<file path="src/rtl/hazard_ctrl.sv">
// Pipeline hazard controller: combinational hold/flush/bubble steering, zero added latency; mem stall > redirect > load-use.
// Optional performance counters are built only when HAZARD_PERF_CNT_EN is defined; otherwise the ports read 0.
module hazard_ctrl #(
    parameter int LOAD_USE_CYCLES = 1
) (
    input  logic        i_clk,
    input  logic        i_rst_n,
    input  logic [4:0]  i_id_rs1_addr,
    input  logic [4:0]  i_id_rs2_addr,
    input  logic        i_id_rs1_used,
    input  logic        i_id_rs2_used,
    input  logic        i_id_valid,
    input  logic [4:0]  i_ex_rd_addr,
    input  logic        i_ex_mem_read,
    input  logic        i_ex_valid,
    input  logic        i_ex_redirect,
    input  logic        i_mem_req,
    input  logic        i_mem_ready,
    output logic        o_pc_hold,
    output logic        o_if_id_hold,
    output logic        o_id_ex_hold,
    output logic        o_ex_mem_hold,
    output logic        o_id_ex_bubble,
    output logic        o_if_id_flush,
    output logic        o_id_ex_flush,
    output logic [1:0]  o_state,
    output logic [31:0] o_stall_cycles,
    output logic [31:0] o_flush_events
);

    typedef enum logic [1:0] {
        RUN      = 2'd0,
        LU_STALL = 2'd1,
        MEM_WAIT = 2'd2,
        ILLEGAL  = 2'd3
    } state_t;

    // Extra bubble cycles spent in LU_STALL after the first stall cycle in RUN.
    localparam logic [1:0] LU_EXTRA = 2'(LOAD_USE_CYCLES - 1);

    state_t     state, state_nxt;
    logic [1:0] cnt, cnt_nxt;
    logic       pend, pend_nxt;
    logic       mem_wait, load_use, redirect;

    assign mem_wait = i_mem_req & ~i_mem_ready;
    assign load_use = i_ex_valid & i_ex_mem_read & (i_ex_rd_addr != 5'd0) & i_id_valid &
                      ((i_id_rs1_used & (i_id_rs1_addr == i_ex_rd_addr)) |
                       (i_id_rs2_used & (i_id_rs2_addr == i_ex_rd_addr)));
    assign redirect = i_ex_redirect | pend;

    always_ff @(posedge i_clk or negedge i_rst_n) begin
        if (!i_rst_n) begin
            state <= RUN;
            cnt   <= 2'd0;
            pend  <= 1'b0;
        end else begin
            state <= state_nxt;
            cnt   <= cnt_nxt;
            pend  <= pend_nxt;
        end
    end

    always_comb begin
        state_nxt = state;
        cnt_nxt   = cnt;
        pend_nxt  = pend;
        case (state)
            RUN, MEM_WAIT: begin
                if (mem_wait) begin
                    state_nxt = MEM_WAIT;
                    pend_nxt  = pend | i_ex_redirect;
                end else if (redirect) begin
                    state_nxt = RUN;
                    pend_nxt  = 1'b0;
                    cnt_nxt   = 2'd0;
                end else if (load_use && (LU_EXTRA != 2'd0)) begin
                    state_nxt = LU_STALL;
                    cnt_nxt   = LU_EXTRA;
                end else begin
                    state_nxt = RUN;
                end
            end
            LU_STALL: begin
                // A memory stall freezes the bubble count; the redirect is remembered.
                if (mem_wait) begin
                    pend_nxt = pend | i_ex_redirect;
                end else if (redirect) begin
                    state_nxt = RUN;
                    pend_nxt  = 1'b0;
                    cnt_nxt   = 2'd0;
                end else begin
                    cnt_nxt   = cnt - 2'd1;
                    state_nxt = (cnt <= 2'd1) ? RUN : LU_STALL;
                end
            end
            default: begin
                state_nxt = RUN;
                cnt_nxt   = 2'd0;
                pend_nxt  = 1'b0;
            end
        endcase
    end

    always_comb begin
        o_pc_hold      = 1'b0;
        o_if_id_hold   = 1'b0;
        o_id_ex_hold   = 1'b0;
        o_ex_mem_hold  = 1'b0;
        o_id_ex_bubble = 1'b0;
        o_if_id_flush  = 1'b0;
        o_id_ex_flush  = 1'b0;
        o_state        = 2'd0;
        if (i_rst_n && (state != ILLEGAL)) begin
            o_state = state;
            if (mem_wait) begin
                o_pc_hold     = 1'b1;
                o_if_id_hold  = 1'b1;
                o_id_ex_hold  = 1'b1;
                o_ex_mem_hold = 1'b1;
            end else if (redirect) begin
                o_if_id_flush = 1'b1;
                o_id_ex_flush = 1'b1;
            end else if ((state == LU_STALL) || load_use) begin
                o_pc_hold      = 1'b1;
                o_if_id_hold   = 1'b1;
                o_id_ex_bubble = 1'b1;
            end
        end
    end

`ifdef HAZARD_PERF_CNT_EN
    logic [31:0] stall_q, flush_q;

    always_ff @(posedge i_clk or negedge i_rst_n) begin
        if (!i_rst_n) begin
            stall_q <= 32'd0;
            flush_q <= 32'd0;
        end else begin
            if (o_pc_hold | o_if_id_hold | o_id_ex_hold | o_ex_mem_hold | o_id_ex_bubble)
                stall_q <= stall_q + 32'd1;
            if (o_id_ex_flush)
                flush_q <= flush_q + 32'd1;
        end
    end

    assign o_stall_cycles = stall_q;
    assign o_flush_events = flush_q;
`else
    assign o_stall_cycles = 32'd0;
    assign o_flush_events = 32'd0;
`endif

endmodule

</file>
<file path="config.mk">
export PLATFORM = sky130hd
export DESIGN_NAME = hazard_ctrl
export DESIGN_NICKNAME = d
export VERILOG_FILES = /design/src/rtl/hazard_ctrl.sv
export SDC_FILE = /design/constraint.sdc
export NUM_CORES = 1
export LEC_CHECK = 0
export ABC_CLOCK_PERIOD_IN_PS = 2700
export CAP_MARGIN = 20
export CORE_MARGIN = 3
export CORE_UTILIZATION = 31
export DETAILED_ROUTE_END_ITERATION = 10
export MAX_ROUTING_LAYER = met4
export PLACE_DENSITY_LB_ADDON = 0.2
export REMOVE_ABC_BUFFERS = 1
export SLEW_MARGIN = 20
export SYNTH_ARGS = -nofsm -noshare
export SYNTH_HDL_FRONTEND = slang
export SYNTH_SLANG_ARGS = --single-unit
export TNS_END_PERCENT = 1
</file>
<file path="constraint.sdc">
create_clock -name i_clk -period 2.7 [get_ports i_clk]
set_input_delay 0.81 -clock i_clk [delete_from_list [all_inputs] [get_ports i_clk]]
set_output_delay 0.81 -clock i_clk [all_outputs]
set_load 0.01 [all_outputs]
</file>
==> impl_metrics.py, run 1 <==
metrics = {
    "status": {
        "outcome": "finished with violations",
        "violations": "negative setup slack",
    },
    "grt": {
        "grt_overflow": 0,
        "use_met2_pct": 14.5,
        "track_usage_pct": 8.30,
        "grt_max_degree": 8,
        "grt_pass1_vias": 536,
        "met3_usage_pct": 1.89,
        "grt_use_met1_pct": 8.92,
        "grt_busiest_layer": "met2",
        "grt_antenna_before_repair": 0,
        "grt_first_pass_wirelength_um": 2280,
    },
    "setup_path": {
        "crit_chain": "clkdlybuf4s15_1 -> xnor2_1 -> nand4_1 -> o22ai_2 -> a2bb2oi_2 -> a21oi_2 -> buf_2",
        "crit_cells": 7,
        "max_stage_delay_ns": 0.22,
        "critPathTopFamily": "compound AO/OA/AOI/OAI gates",
        "end_kind": "output port",
        "r2r_slack_ns": 1.36,
        "critPathKind": "in -> out",
        "cp_max_fo": 3,
        "r2r_cells": 6,
        "critical-path-slowest-cell": "clkdlybuf4s15_1",
        "cp.arrival_ns": 1.91,
        "path_buf_inv": 2,
        "worstPathRequired_ns": 1.89,
        "crit_path_start_kind": "primary input",
    },
    "sta": {
        "fmax_ghz": 0.367,
        "rsz0062_at_grt": "yes",
        "setup_viol": 2,
        "fin_worst_skew_ns": 0.00702,
        "layout_setup_ws_ns": -0.0211,
        "hold_ws_ns": 0.492,
        "period_needed_ns": 2.72,
        "fin_tns_setup_ns": -0.0394,
        "fin_crit_sh_pct": 101,
        "slew_violations": 0,
        "hold_viol_final": 0,
    },
    "placed_design": {
        "port-buffer-count": 33,
        "hpwlAfterDp_um": 1620,
        "routabilityCongestion": 0.734,
        "dp.cells": 188,
        "dpl_cell_area_um2": 1090,
        "pre_cts_ws_ns": -0.807,
    },
    "synth": {
        "synth_edf_count": 0,
        "synth.avg_cell_area_um2": 7.73,
        "ys_seq_area_share_pct": 13.2,
        "yosysMostFrequentCell": "buf_4",
        "netlist_top_cells_area": "buf_4 54%, dfrtp_1 13%, xnor2_1 9.2%",
        "synth_warnings": 0,
        "syn-cell-area_um2": 951,
        "yosysUniqueCellTypes": 25,
        "post-synth-top-area-cell": "buf_4",
        "synth_common_cells": "68 x buf_4, 10 x xnor2_1, 6 x nand2_1, 6 x nor2_1, 5 x dfrtp_1",
        "synth_top_flop_cell": "dfrtp_1",
        "synthArstFlopShare_pct": 100,
        "synth-seq-cells": 5,
        "synth_top_area_share_pct": 53.7,
        "synthCells": 123,
    },
    "flow_run": {
        "max_cap_viol_count": 0,
    },
    "clocking": {
        "clk_path_buf_depth": 2,
        "cts_tree": "yes",
        "clock_latency_ns": 0.24,
        "cts.sinks": 5,
        "htreeDepth": 1,
        "clkTransAtPathRegs_ns": 0.04,
        "cts_buffers": 3,
        "cts_root_buf": "clkbuf_4",
    },
    "layout": {
        "fin_util_pct": 40.6,
        "final_cell_area_um2": 1150,
        "fin_cells": 193,
        "syn_to_final_growth_pct": 20.9,
        "layout.nets": 189,
        "n_fill_cell": 291,
        "antenna_cells": 0,
        "layout-drive-gt1-share_pct": 18.5,
    },
    "pwr": {
        "power_mw": 0.295,
        "peakVddDrop_uv": 193,
        "powerDensity_nw_per_um2": 256,
        "p_leak_nw": 0.696,
    },
    "routing": {
        "drt-initial-drc-count": 16,
        "postRouteAntennaNets": 0,
        "dr.pass1.iters": 4,
        "route.detailed.drc": 0,
        "vias": 718,
        "avgViaCountPerCell": 3.72,
        "wl_um": 1850,
        "wl_per_cell_um": 9.57,
    },
    "worst_hold_path": {
        "hold_depth": 2,
        "hp-class": "reg -> reg",
    },
    "floorplanning": {
        "die_height_um": 61.4,
        "core_um2": 2830,
        "fp.dieW_um": 61.4,
        "dieArea_um2": 3770,
        "ios": 98,
        "initial_core_util_pct": 33.6,
        "rows": 19,
    },
}
[flip-flops by register name, indices dropped and copies added (netlist names)]
signal  flops
pend        1
cnt         2
state       2
[cell families after synthesis]
| kind of cell | synth area share, % |
|---|---|
| compound gates | 6.05 |
| xor+xnor | 9.21 |
| fa+ha+maj | 1.32 |
| buf+inv | 55.3 |
| flops | 13.2 |
| mux | 1.18 |
| other cells | 0.394 |
| simple gates | 13.4 |
[worst paths after layout]
kind	start	end
max in group asynchronous	i_rst_n	cnt[1]
setup reg to reg	pend	state[0]
setup / recovery	i_ex_rd_addr[2]	o_if_id_hold
min in group asynchronous	i_rst_n	pend
hold reg to reg	cnt[1]	cnt[1]
hold / removal	cnt[1]	cnt[1]
[area by class of cell]
cell class	count	area, um^2	area share (%)
multi-input cells	109	568	49.4
repair buffers	40	377	32.8
clock buffers	4	26.3	2.29
well taps	31	38.8	3.37
inverters	4	15.0	1.31
flip-flops and latches	5	125	10.9
[worst reg2reg max path: cells and delay by family, from the launching register on]
kind,cells,cell delay (ns)
buffers and inverters,3,0.29
DFF,1,0.39
and+or+nand+nor,2,0.44
AOI/OAI and AO/OA,1,0.15
[routing by layer]
| metal | vias up | wire length [um] | part of all wire (%) |
|---|---|---|---|
| met2 | 54 | 943 | 51 |
| met1 | 323 | 632 | 34 |
| met3 | 2 | 261 | 14 |
| li1 | 339 | - | - |
| met5 | - | 0 | 0 |
| met4 | 0 | 10 | 0.54 |
[cell usage in the layout (no fill, tap or decap), drive strengths merged]
cell	instances
nor2	7
nand2b	2
a21oi	4
inv	4
nor3b	1
o22ai	1
conb	64
ha	1
clkdlybuf4s15	3
dfrtp	5
or3	1
a2bb2oi	1
dlygate4sd2	3
o22a	1
clkdlybuf4s50	8
clkbuf	8
mux2	1
and3	1
o21ai	2
xnor2	10
buf	10
dlymetal6s2s	12
nand2	6
nand3	2
nand4	3
nor3	1
[power breakdown]
| group | internal (mW) | switching, mW |
|---|---|---|
| registers | 0.0767 | 0.00144 |
| logic | 0.0544 | 0.0759 |
| clock network | 0.0558 | 0.0305 |
[repair_timing]
action	in CTS	in global routing
setup buffers	0	1
pin swaps	4	17
hold buffers	0	0
endpoints found under the setup margin	9	8
resized for setup	28	26
No activity file was read; power rests on OpenSTA's default activity.
==> inputs of run 2 (changes only) <==
Settings changed: CORE_UTILIZATION 31 to 32, CTS_BUF_LIST from default to sky130_fd_sc_hd__clkbuf_4.
==> run 2 against run 1 <==
  * The run now ends clean
  * Critical path depth down 4
  * Fmax up 3.4%
  * Setup slack better by 0.089 ns
  * Sequential power about the same
  * Worst hold slack worse by 0.0075 ns
  * Cell count unchanged
  * Wire length down 4.7%
  * First-iteration DRC count down 13%
==> impl_metrics.py, run 2 (synthesis results as in run 1) <==
metrics = {
    "floorplanning": {
        "die_height_um": 60.5,
        "ios": 98,
        "fp.dieW_um": 60.5,
        "initial_core_util_pct": 33.9,
        "dieArea_um2": 3660,
        "core_um2": 2810,
        "rows": 19,
    },
    "clocking": {
        "postCtsSetupBuffers": 0,
        "clock_latency_ns": 0.23,
        "cts.sinks": 5,
        "htreeDepth": 1,
        "cts_buffers": 3,
        "clkTransAtPathRegs_ns": 0.04,
        "cts_root_buf": "clkbuf_4",
        "cts_tree": "yes",
        "clk_path_buf_depth": 2,
        "cts_hold_buf": 0,
    },
    "sta": {
        "fmax_ghz": 0.380,
        "setup_viol": 0,
        "fin_worst_skew_ns": 0.000855,
        "slew_violations": 0,
        "rsz0062_at_grt": "yes",
        "hold_ws_ns": 0.484,
        "fin_tns_setup_ns": 0,
        "layout_setup_ws_ns": 0.0682,
        "fin_crit_sh_pct": 97.5,
        "period_needed_ns": 2.63,
        "hold_viol_final": 0,
    },
    "layout": {
        "layout.nets": 189,
        "antenna_cells": 0,
        "final_common_cell": "conb_1",
        "fin_cells": 193,
        "final_cell_area_um2": 1150,
        "n_fill_cell": 290,
        "largest_registers": "cnt (2), state (2), pend (1)",
        "most-common-layout-cells": "64 x conb_1, 12 x dlymetal6s2s_1, 8 x clkbuf_2",
        "fin_util_pct": 40.9,
        "layout-drive-gt1-share_pct": 24.7,
        "syn_to_final_growth_pct": 20.7,
    },
    "setup_path": {
        "crit_path_start_kind": "primary input",
        "max_stage_delay_ns": 0.53,
        "crit_start": "i_rst_n",
        "cp.arrival_ns": 1.82,
        "cp_max_fo": 6,
        "critical-path-slowest-cell": "clkdlybuf4s50_1",
        "critPathKind": "in -> out",
        "worstReg2RegStart": "pend",
        "crit_chain": "clkdlybuf4s15_1 -> and3_1 -> clkdlybuf4s50_1",
        "end_kind": "output port",
        "worstPathRequired_ns": 1.89,
    },
    "pwr": {
        "clock_power_share_pct": 30.9,
        "switching_share_pct": 35.3,
        "comb_power_share_pct": 43.2,
        "powerDensity_nw_per_um2": 263,
        "p_leak_nw": 0.719,
        "peakVddDrop_uv": 323,
        "intPower_mw": 0.195,
        "power_mw": 0.301,
        "p_sw_mw": 0.106,
        "seqPwrFrac_pct": 25.9,
    },
    "placed_design": {
        "dpl_cell_area_um2": 1100,
        "port-buffer-count": 33,
        "routabilityCongestion": 0.727,
        "pre_cts_ws_ns": -0.824,
        "dp.cells": 189,
        "hpwlAfterDp_um": 1510,
    },
    "grt": {
        "grt_overflow": 0,
        "grt_antenna_before_repair": 0,
        "track_usage_pct": 8.15,
        "grt_pass1_vias": 549,
        "grt_max_degree": 8,
        "grt_first_pass_wirelength_um": 2200,
    },
    "routing": {
        "avgViaCountPerCell": 3.68,
        "dr.pass1.iters": 2,
        "route.detailed.drc": 0,
        "postRouteAntennaNets": 0,
        "vias": 711,
        "wl_per_cell_um": 9.12,
        "wl_um": 1760,
        "drt-initial-drc-count": 14,
    },
    "status": {
        "outcome": "finished, final reports clean",
    },
    "flow_run": {
        "max_cap_viol_count": 0,
    },
    "worst_hold_path": {
        "hp-class": "reg -> reg",
        "min-delay-start": "cnt[1]",
    },
}
==> run 2: changes by cell type in the layout (fill, tap and decap cells not counted) <==
cell	before	now
clkbuf_2	4	8
clkdlybuf4s15_2	2	0
clkdlybuf4s50_1	8	4
xnor2_1	10	6
clkbuf_4	3	4
xnor2_2	0	4
dlygate4sd2_1	3	2
buf_2	3	6
clkbuf_1	1	0
==> run 2: final timing paths <==
check	to	slack (ns)	cells past startpoint
max in group asynchronous	state[1]	1.88	2
setup / recovery	o_state[1]	0.07	3
hold reg to reg	cnt[1]	0.48	2
hold / removal	cnt[1]	0.48	2
setup reg to reg	state[0]	1.34	6
min in group asynchronous	pend	0.69	2
==> run 2: area by class of cell <==
class	instances	area (um^2)	share of cell area [%]
Timing Repair Buffer	40	340	29.7
Sequential cell	5	125	10.9
Tap cell	31	38.8	3.38
Inverter	4	15.0	1.31
Clock buffer	4	30.0	2.62
Multi-Input combinational cell	109	598	52.1
==> run 2: worst max-delay path: cells and delay by family <==
kind | cells | cell delay [ns]
simple gates | 1 | 0.19
buf+inv | 2 | 0.81
==> run 2: routing by layer <==
layer / vias to the layer above / global-route usage [%] / routed length (um)
li1: 338 / - / -
met1: 316 / 8.21 / 602
met2: 57 / 14.5 / 881
met3: 0 / 2.98 / 277
met4: 0 / 2.79 / 0
met5: - / - / 0
==> run 2: power by group through the flow <==
stage	logic, mW	clock network [mW]	registers, mW
after global routing	0.145	0.103	0.0782
after global placement	0.131	0	0.0791
final	0.130	0.0930	0.0780
after CTS	0.130	0.0969	0.0780
after floorplan	0.0681	0	0.0789
after detailed placement	0.132	0	0.0791
==> run 2: timing repair <==
item,in CTS,in global routing
gates resized for setup,31,39
cloned,0,0
pin swaps,4,19
endpoints found under the setup margin,9,6
